[src/rtl/instruction_fetch_pkg.sv]
// -----------------------------------------------------------------------------
// instruction_fetch_pkg
// Shared definitions for the instruction fetch stage: FSM state encoding,
// default reset vector, canonical NOP word and a word-alignment helper.
// No ports (package).
// -----------------------------------------------------------------------------
package instruction_fetch_pkg;

    typedef enum logic [1:0] {
        IDLE  = 2'd0,
        FETCH = 2'd1,
        HOLD  = 2'd2,
        FLUSH = 2'd3
    } fetch_state_t;

    localparam logic [31:0] DEFAULT_RESET_ADDRESS = 32'h0000_0000;

    // addi x0, x0, 0 -- what the decoder treats as "no operation"
    localparam logic [31:0] NOP_WORD = 32'h0000_0013;

    localparam logic [31:0] PC_STEP = 32'd4;

    function automatic logic is_word_aligned(input logic [1:0] low_bits);
        return (low_bits == 2'b00);
    endfunction

endpackage

[src/rtl/instruction_fetch_if.sv]
// -----------------------------------------------------------------------------
// instruction_fetch_if
// Single-word instruction memory read port with request/acknowledge handshake.
//   fetchAddress  : read address, word aligned, stable while fetchRequest=1
//   fetchRequest  : read request, held until acknowledged
//   fetchAck      : memory completes the read this cycle
//   fetchData     : read data, valid when fetchAck=1
//   fetchError    : bus error, qualified by fetchAck
// master = fetch stage, slave = instruction memory.
// -----------------------------------------------------------------------------
interface instruction_fetch_if;

    logic [31:0] fetchAddress;
    logic        fetchRequest;
    logic        fetchAck;
    logic [31:0] fetchData;
    logic        fetchError;

    modport master (
        output fetchAddress,
        output fetchRequest,
        input  fetchAck,
        input  fetchData,
        input  fetchError
    );

    modport slave (
        input  fetchAddress,
        input  fetchRequest,
        output fetchAck,
        output fetchData,
        output fetchError
    );

endinterface

[src/rtl/instruction_fetch.sv]
// -----------------------------------------------------------------------------
// instruction_fetch
// Fetch stage in front of the instruction decoder. Owns the program counter,
// reads one word at a time from instruction memory and holds it until the
// downstream stage consumes it. Handles redirects, including ones that land
// while a read is still outstanding.
//
// Ports:
//   clk, rst            : clock, asynchronous active-high reset
//   enable              : run enable; no new read is started while low
//   jumpEnable          : single-cycle redirect strobe
//   jumpAddress         : redirect target
//   instructionReady    : downstream consumes the held word this cycle
//   mem                 : instruction memory read port (master side)
//   currentInstruction  : held instruction word
//   isNOP               : 1 when no valid instruction is presented
//   programCounter      : address of currentInstruction
//   instructionFault    : held word came back with a bus error
//   addressMisaligned   : last redirect target was not word aligned
// -----------------------------------------------------------------------------
module instruction_fetch
    import instruction_fetch_pkg::*;
#(
    parameter logic [31:0] RESET_ADDRESS = DEFAULT_RESET_ADDRESS
) (
    input  logic                       clk,
    input  logic                       rst,
    input  logic                       enable,
    input  logic                       jumpEnable,
    input  logic [31:0]                jumpAddress,
    input  logic                       instructionReady,
    instruction_fetch_if.master        mem,
    output logic [31:0]                currentInstruction,
    output logic                       isNOP,
    output logic [31:0]                programCounter,
    output logic                       instructionFault,
    output logic                       addressMisaligned
);

    fetch_state_t state_q, state_d;
    logic [31:0]  pc_q, pc_d;
    logic [31:0]  fetch_addr_q, fetch_addr_d;
    logic [31:0]  instr_q, instr_d;
    logic [31:0]  instr_pc_q, instr_pc_d;
    logic         fault_q, fault_d;
    logic         misaligned_q, misaligned_d;

    logic         req_active;
    logic         req_pending;
    logic         jump_aligned;

    assign req_active   = (state_q == FETCH) || (state_q == FLUSH);
    // A read stays outstanding into the next cycle unless it is acked now.
    assign req_pending  = req_active && !mem.fetchAck;
    assign jump_aligned = is_word_aligned(jumpAddress[1:0]);

    always_comb begin
        state_d      = state_q;
        pc_d         = pc_q;
        instr_d      = instr_q;
        instr_pc_d   = instr_pc_q;
        fault_d      = fault_q;
        misaligned_d = misaligned_q;

        if (jumpEnable) begin
            // Redirect beats ack and consume; any held word is dropped.
            if (jump_aligned) begin
                pc_d         = jumpAddress;
                misaligned_d = 1'b0;
            end else begin
                misaligned_d = 1'b1;
            end

            // An outstanding read must still be drained, its data thrown away.
            // A redirect that coincides with the ack finds the bus free again.
            if (req_pending) begin
                state_d = FLUSH;
            end else if (enable && jump_aligned) begin
                state_d = FETCH;
            end else begin
                state_d = IDLE;
            end
        end else begin
            case (state_q)
                IDLE: begin
                    // A misaligned redirect parks the stage until the next
                    // aligned redirect or reset.
                    if (enable && !misaligned_q) begin
                        state_d = FETCH;
                    end
                end
                FETCH: begin
                    if (mem.fetchAck) begin
                        instr_d    = mem.fetchData;
                        instr_pc_d = pc_q;
                        fault_d    = mem.fetchError;
                        state_d    = HOLD;
                    end
                end
                HOLD: begin
                    if (instructionReady) begin
                        pc_d    = pc_q + PC_STEP;
                        state_d = enable ? FETCH : IDLE;
                    end
                end
                FLUSH: begin
                    if (mem.fetchAck) begin
                        state_d = (enable && !misaligned_q) ? FETCH : IDLE;
                    end
                end
                default: begin
                    state_d = IDLE;
                end
            endcase
        end

        // The bus address is frozen for the life of a request, even if the
        // pc is redirected underneath it; otherwise it follows the next pc.
        fetch_addr_d = req_pending ? fetch_addr_q : pc_d;
    end

    always_ff @(posedge clk or posedge rst) begin
        if (rst) begin
            state_q      <= IDLE;
            pc_q         <= RESET_ADDRESS;
            fetch_addr_q <= RESET_ADDRESS;
            instr_q      <= 32'h0000_0000;
            instr_pc_q   <= RESET_ADDRESS;
            fault_q      <= 1'b0;
            misaligned_q <= 1'b0;
        end else begin
            state_q      <= state_d;
            pc_q         <= pc_d;
            fetch_addr_q <= fetch_addr_d;
            instr_q      <= instr_d;
            instr_pc_q   <= instr_pc_d;
            fault_q      <= fault_d;
            misaligned_q <= misaligned_d;
        end
    end

    assign mem.fetchRequest   = req_active;
    assign mem.fetchAddress   = fetch_addr_q;
    assign isNOP              = (state_q != HOLD);
    assign currentInstruction = instr_q;
    assign programCounter     = instr_pc_q;
    assign instructionFault   = fault_q;
    assign addressMisaligned  = misaligned_q;

endmodule

[src/flat_wrapper.sv]
// flat-port wrapper written by rule: the top's interface ports become plain ports
module instruction_fetch_flat import instruction_fetch_pkg::*;
#(
    parameter logic [31:0] RESET_ADDRESS = DEFAULT_RESET_ADDRESS
)
  (clk, rst, enable, jumpEnable, jumpAddress, instructionReady, currentInstruction, isNOP, programCounter, instructionFault, addressMisaligned, mem_fetchAddress, mem_fetchRequest, mem_fetchAck, mem_fetchData, mem_fetchError);
  instruction_fetch_if mem_i ();
  input  logic clk;
  input  logic rst;
  input  logic enable;
  input  logic jumpEnable;
  input  logic [31:0] jumpAddress;
  input  logic instructionReady;
  output logic [31:0] currentInstruction;
  output logic isNOP;
  output logic [31:0] programCounter;
  output logic instructionFault;
  output logic addressMisaligned;
  output wire logic [$bits(mem_i.fetchAddress)-1:0] mem_fetchAddress;
  output wire logic [$bits(mem_i.fetchRequest)-1:0] mem_fetchRequest;
  input wire logic [$bits(mem_i.fetchAck)-1:0] mem_fetchAck;
  input wire logic [$bits(mem_i.fetchData)-1:0] mem_fetchData;
  input wire logic [$bits(mem_i.fetchError)-1:0] mem_fetchError;
  assign mem_fetchAddress = mem_i.fetchAddress;
  assign mem_fetchRequest = mem_i.fetchRequest;
  assign mem_i.fetchAck = mem_fetchAck;
  assign mem_i.fetchData = mem_fetchData;
  assign mem_i.fetchError = mem_fetchError;
  instruction_fetch #(.RESET_ADDRESS(RESET_ADDRESS)) u_core (.clk(clk), .rst(rst), .enable(enable), .jumpEnable(jumpEnable), .jumpAddress(jumpAddress), .instructionReady(instructionReady), .mem(mem_i), .currentInstruction(currentInstruction), .isNOP(isNOP), .programCounter(programCounter), .instructionFault(instructionFault), .addressMisaligned(addressMisaligned));
endmodule
[config.mk]
export PLATFORM = sky130hd
export DESIGN_NAME = instruction_fetch_flat
export DESIGN_NICKNAME = d
export VERILOG_FILES = /design/src/rtl/instruction_fetch_pkg.sv /design/src/rtl/instruction_fetch_if.sv /design/src/rtl/instruction_fetch.sv /design/src/flat_wrapper.sv
export SDC_FILE = /design/constraint.sdc
export NUM_CORES = 1
export LEC_CHECK = 0
export ABC_AREA = 1
export CORE_MARGIN = 2
export CORE_UTILIZATION = 43
export DETAILED_ROUTE_END_ITERATION = 12
export GPL_ROUTABILITY_DRIVEN = 1
export GPL_TIMING_DRIVEN = 0
export PLACE_DENSITY = 0.72
export SYNTH_ARGS = -nofsm -noshare
export SYNTH_HDL_FRONTEND = slang
export SYNTH_SLANG_ARGS = --single-unit
[constraint.sdc]
create_clock -name clk -period 8.5 [get_ports clk]
set_input_delay 1.275 -clock clk [delete_from_list [all_inputs] [get_ports clk]]
set_output_delay 1.275 -clock clk [all_outputs]
set_load 0.01 [all_outputs]
==> results of run 1 <==
-- worst paths after layout --
| path | startpoint | to | slack (ns) | cells after the start |
|---|---|---|---|---|
| min | u_core.mem.fetchAddress[31] | u_core.mem.fetchAddress[31] | 0.48 | 2 |
| min reg2reg | u_core.mem.fetchAddress[31] | u_core.mem.fetchAddress[31] | 0.48 | 2 |
| min in group asynchronous | rst | u_core.currentInstruction[31] | 1.22 | 2 |
| max in group asynchronous | rst | u_core.pc_q[30] | 6.52 | 3 |
| max | u_core.state_q[1] | isNOP | 5.57 | 2 |
| max reg2reg | u_core.pc_q[2] | u_core.mem.fetchAddress[10] | 6.64 | 8 |
-- synth_stat cells, types with 4 or more instances --
| master | number | area (µm²) |
|---|---|---|
| dfrtp_1 | 132 | 3300 |
| nor2_1 | 45 | 169 |
| clkbuf_1 | 9 | 33.8 |
| nor3_1 | 6 | 30.0 |
| o21ai_0 | 46 | 230 |
| o211ai_1 | 4 | 30.0 |
| mux2_2 | 35 | 394 |
| nand2_1 | 197 | 739 |
| a21oi_1 | 4 | 20.0 |
| nand4_1 | 8 | 50.1 |
| nor2_4 | 5 | 56.3 |
| nand3_1 | 51 | 255 |
| a31oi_1 | 10 | 62.6 |
| buf_2 | 15 | 75.1 |
| nor2_2 | 4 | 25.0 |
| inv_1 | 53 | 199 |
| a22oi_1 | 22 | 165 |
-- flip-flops by register name, summed over array words and instances, names as in the netlist --
| name | count |
|---|---|
| u_core.addressMisaligned | 1 |
| u_core.currentInstruction | 32 |
| u_core.instructionFault | 1 |
| u_core.mem.fetchAddress | 32 |
| u_core.pc_q | 32 |
| u_core.programCounter | 32 |
| u_core.state_q | 2 |
-- logic make-up (layout without fill, tap and decap cells) --
logic type,count (synthesis),count (layout),share of synthesized area
simple gates,321,321,0.231
flops,132,132,0.551
compound gates,93,93,0.0947
mux,36,36,0.0674
buf+inv,82,284,0.0545
fa+ha+maj,1,1,0.00209
-- worst max-delay path, delay by kind of cell (launching register included) --
family,cells,cell delay [ns]
AND/OR/NAND/NOR,1,0.18
buffers and inverters,1,0.57
flip-flops,1,0.49
-- cells in the final DEF, fill, tap and decap left out, types with 2 or more instances in the layout --
cell / instances
clkdlybuf4s50_1: 169
a21oi_1: 4
o21ai_2: 2
o211ai_1: 4
nor2_1: 45
clkinv_2: 3
clkbuf_16: 17
dfrtp_1: 132
buf_1: 2
nand2_1: 197
nand3_1: 51
nand3_4: 2
buf_2: 15
inv_6: 2
inv_1: 52
nor3_1: 6
bufinv_16: 4
nand4_1: 8
inv_2: 3
o21ai_0: 46
a31oi_1: 10
a22oi_1: 22
nor2_2: 4
nor2_4: 5
mux2_2: 35
clkbuf_1: 11
clkinvlp_4: 4
-- cell type report --
cell class | instances | area, µm²
clock buffers | 19 | 433
plain buffers | 26 | 116
clock inverters | 13 | 183
repair buffers | 170 | 1720
inverters | 56 | 215
multi-input cells | 451 | 2370
flip-flops and latches | 132 | 3300
well taps | 180 | 225
fillers | 1209 | 5210
-- metrics by stage --
stage / setup WS, ns / utilization / total power, mW
after floorplan: 3.70 / - / 1.38
after global placement: 2.08 / 0.575 / 1.90
after detailed placement: 5.28 / 0.577 / 1.93
after CTS: 5.57 / 0.622 / 2.71
after global routing: 5.47 / 0.622 / 2.84
final: 5.57 / 0.622 / 2.68
-- layer usage --
layer  up-vias  track usage  part of all wire  routed length, µm
met4         0       0.0855             0.018                326
met3        20       0.0562             0.068               1230
met1      2545        0.339              0.45               8040
li1       2581            -                 -                  -
met2       207        0.405              0.47               8380
met5         -            0                 0                  0
-- power by group through the flow --
| stage | clock (mW) | sequential, mW | combinational (mW) |
|---|---|---|---|
| 2_1_floorplan | 0 | 1.08 | 0.303 |
| 3_3_place_gp | 0 | 0.993 | 0.910 |
| 3_5_place_dp | 0 | 1.00 | 0.926 |
| 4_1_cts | 0.778 | 0.996 | 0.931 |
| 5_1_grt | 0.806 | 1.03 | 1.00 |
| 6_report | 0.764 | 0.996 | 0.921 |
==> metrics.txt, run 1 <==
Initial Utilization 0.435; pwr dens 313 nW/µm²; Core ar. 13800 µm²; hold_buf cts 0; WP data arrival 1.66 ns; I/O pins 171; crit path time final 2.93 ns; Syn Area/Cell 9.02 µm²; IO buf count 169; fin. max-slew vios 0; clock group share of total power 0.285; setup TNS 0 ns; H-tree depth 4; maximum VDD drop 0.000157 V; buffer count from post-CTS setup fixing 0; initial antenna violation count 0; number of global-route vias before repair 5386; Slew HR 0.553; Post-Syn Area 6000 µm²; Ys Warns 0; # DRC 0; Post-synth EDFFs 0; MaxCap Viol Count 0; Yosys cell types 31; WHS 0.476 ns; #FFs+latches synth 132; Die Footprint 14900 µm²; Sw Pwr 828 µW; final instance area 8560 µm²; post-route clock period utilization 0.345; worst min path class flip-flop to flip-flop; worst-skew pair later-pin latency 0.42 ns; Worst path slowest cell clkdlybuf4s50_1; final hold vios 0; sequential share of the synthesized area 0.551; Switching Share 0.309; post_cts resized 0; CTS Buf Count 17; Rows 43; final clock skew 0.0102 ns; syn nets 737; TritonCTS sink count 132; Worst-Margin Slew 0.671 ns; Final GP Congestion 0.899; part of the power in registers 0.372; placed cell count 1015; Leakage Power 3.87 nW; dpl hpwl 13500 µm; critical path's largest stage delay 0.57 ns; Routed WL 18000 µm; CP Class flip-flop to primary output; total track usage 0.252; Root Buffer clkbuf_16; DR iter-0 viols 363; Startpoint Class flip-flop; placed inst area 7950 µm²; remaining global-route overflow 0; Fmax 341 MHz; DR vias 5353; CTS clk-pin slew, worst paths 0.06 ns; RSZ-0062 raised after global routing no; TritonCTS clock tree yes; Internal Power 1.85 mW; Die Y 122 µm; wire length of the first global-routing pass 28300 µm; Gate Count Post-Synth 665; Critical Path, Cell by Cell nand2_1 > clkdlybuf4s50_1; Critical Path Sink Type primary output; Synth Flop Type dfrtp_1; area growth from synthesis to layout 42.8%; drt first pass iters 5; status complete, no violations; ant diodes 0; async set-reset flop share out of synthesis 1.00; required time of the worst setup path 7.22 ns; fin cells 1047; Max Root-Sink Buffers 2; Gate power share 0.344; NumNets Final 926; Die X 122 µm; share of cells above drive strength 1 0.116; Max FO, Critical Path 7; vias per cell 5.11; final setup vio count 0; pin count of the biggest net entering global routing 100; ANT nets after route 0; drt wl/cell 17.2 µm
No activity file was read; power rests on OpenSTA's default activity.
==> run 2, diff against run 1 <==
Clock period 8.5 ns to 2.9 ns, I/O delays scaled along.
==> metrics.txt, run 2 (synthesized netlist as in run 1, its figures left out) <==
dpl hpwl 13700 µm; CTS Buf Count 17; area growth from synthesis to layout 43.2%; Max FO, Critical Path 7; hold_buf cts 0; crit path time final 2.10 ns; pwr dens 914 nW/µm²; Worst-Margin Slew 0.680 ns; Leakage Power 3.88 nW; ant diodes 0; vias per cell 5.18; TritonCTS clock tree yes; fin. max-slew vios 0; Startpoint Class flip-flop; final clock skew 0.00674 ns; DR iter-0 viols 328; post_cts resized 0; Worst R2R Start u_core.pc_q[3]; fillers 1197; DP Worst Slack 0.510 ns; Die Y 122 µm; Die Footprint 14900 µm²; most frequent cells in the layout 197 x nand2_1, 169 x clkdlybuf4s50_1, 132 x dfrtp_1; Die X 122 µm; maximum VDD drop 0.000412 V; fin cells 1049; Register Area 3300 µm²; NumNets Final 928; # DRC 0; commonest non-fill, non-tap cell in the layout nand2_1; share of cells above drive strength 1 0.120; final setup vio count 0; multi-input combinational cell area 2370 µm²; Final GP Congestion 0.932; initial antenna violation count 0; RSZ-0062 raised after global routing no; TritonCTS sink count 132; status complete, no violations; Initial Utilization 0.435; Core ar. 13800 µm²; Slew HR 0.546; buffer count from post-CTS setup fixing 0; number of global-route vias before repair 5493; drt wl/cell 17.0 µm; CP Class flip-flop to primary output; total track usage 0.248; worst min path class input port to asynchronous set/reset pin; DR vias 5432; worst r2r path cells 9; wire length of the first global-routing pass 28000 µm; Critical Path Sink Type primary output; Reg2Reg Capture Point u_core.mem.fetchAddress[22]; pin count of the biggest net entering global routing 45; ANT nets after route 0; I/O pins 171; Routed WL 17800 µm; Rows 43; placed cell count 1017; Fmax 477 MHz; remaining global-route overflow 0; WP data arrival 1.66 ns; drt first pass iters 5; post-route clock period utilization 0.723; MaxCap Viol Count 0; H-tree depth 4; r2r setup slk 1.00 ns; Worst Slack Setup Final 0.803 ns; IO buf count 169; Root Buffer clkbuf_16; final hold vios 0; worst-skew pair later-pin latency 0.41 ns; required time of the worst setup path 2.47 ns; Max Root-Sink Buffers 2; CTS clk-pin slew, worst paths 0.06 ns
[run 2: power breakdown]
group | switching (mW) | leakage (nW) | internal [mW]
registers | 0.438 | 1.66 | 2.49
logic | 1.18 | 1.93 | 1.51
clock network | 0.829 | 0.292 | 1.40
[run 2: critical path, stage by stage, from the launching register on]
cell and delay (ns):
dfrtp_1 0.47, nand2_1 0.20, clkdlybuf4s50_1 0.57
[run 2: how the worst max path moves through the flow]
stage	start	to	slack, ns	depth (start not counted)
after floorplan	rst	u_core.addressMisaligned	0.83	1
after global placement	rst	u_core.mem.fetchAddress[25]	-0.25	2
after detailed placement	instructionReady	u_core.mem.fetchAddress[26]	0.51	9
after CTS	u_core.state_q[1]	isNOP	0.81	2
after global routing	u_core.state_q[0]	isNOP	0.73	3
final	u_core.state_q[1]	isNOP	0.80	2
[run 2: metal layers]
layer	global-route usage	routed length (µm)
met1	0.335	8090
met2	0.397	8200
met3	0.0506	1220
met4	0.0934	316
met5	0	0
[run 2: stage by stage]
stage,hold slack [ns],utilization,power [mW],instance area [µm²],setup TNS [ns]
after floorplan,0.481,-,4.05,6000,0
after global placement,0.467,0.575,5.58,7920,-31.70
after detailed placement,0.465,0.579,5.66,7980,0
after CTS,0.381,0.624,7.90,8590,0
after global routing,0.427,0.624,8.29,8590,0
final,0.384,0.624,7.85,8590,0
[run 2: cell type report]
type / instances / share of cell area
Clock inverter: 12 / 0.0179
Multi-Input combinational cell: 451 / 0.276
Inverter: 56 / 0.0249
Sequential cell: 132 / 0.385
Clock buffer: 20 / 0.0532
Tap cell: 180 / 0.0262
Timing Repair Buffer: 172 / 0.204
Buffer: 26 / 0.0135
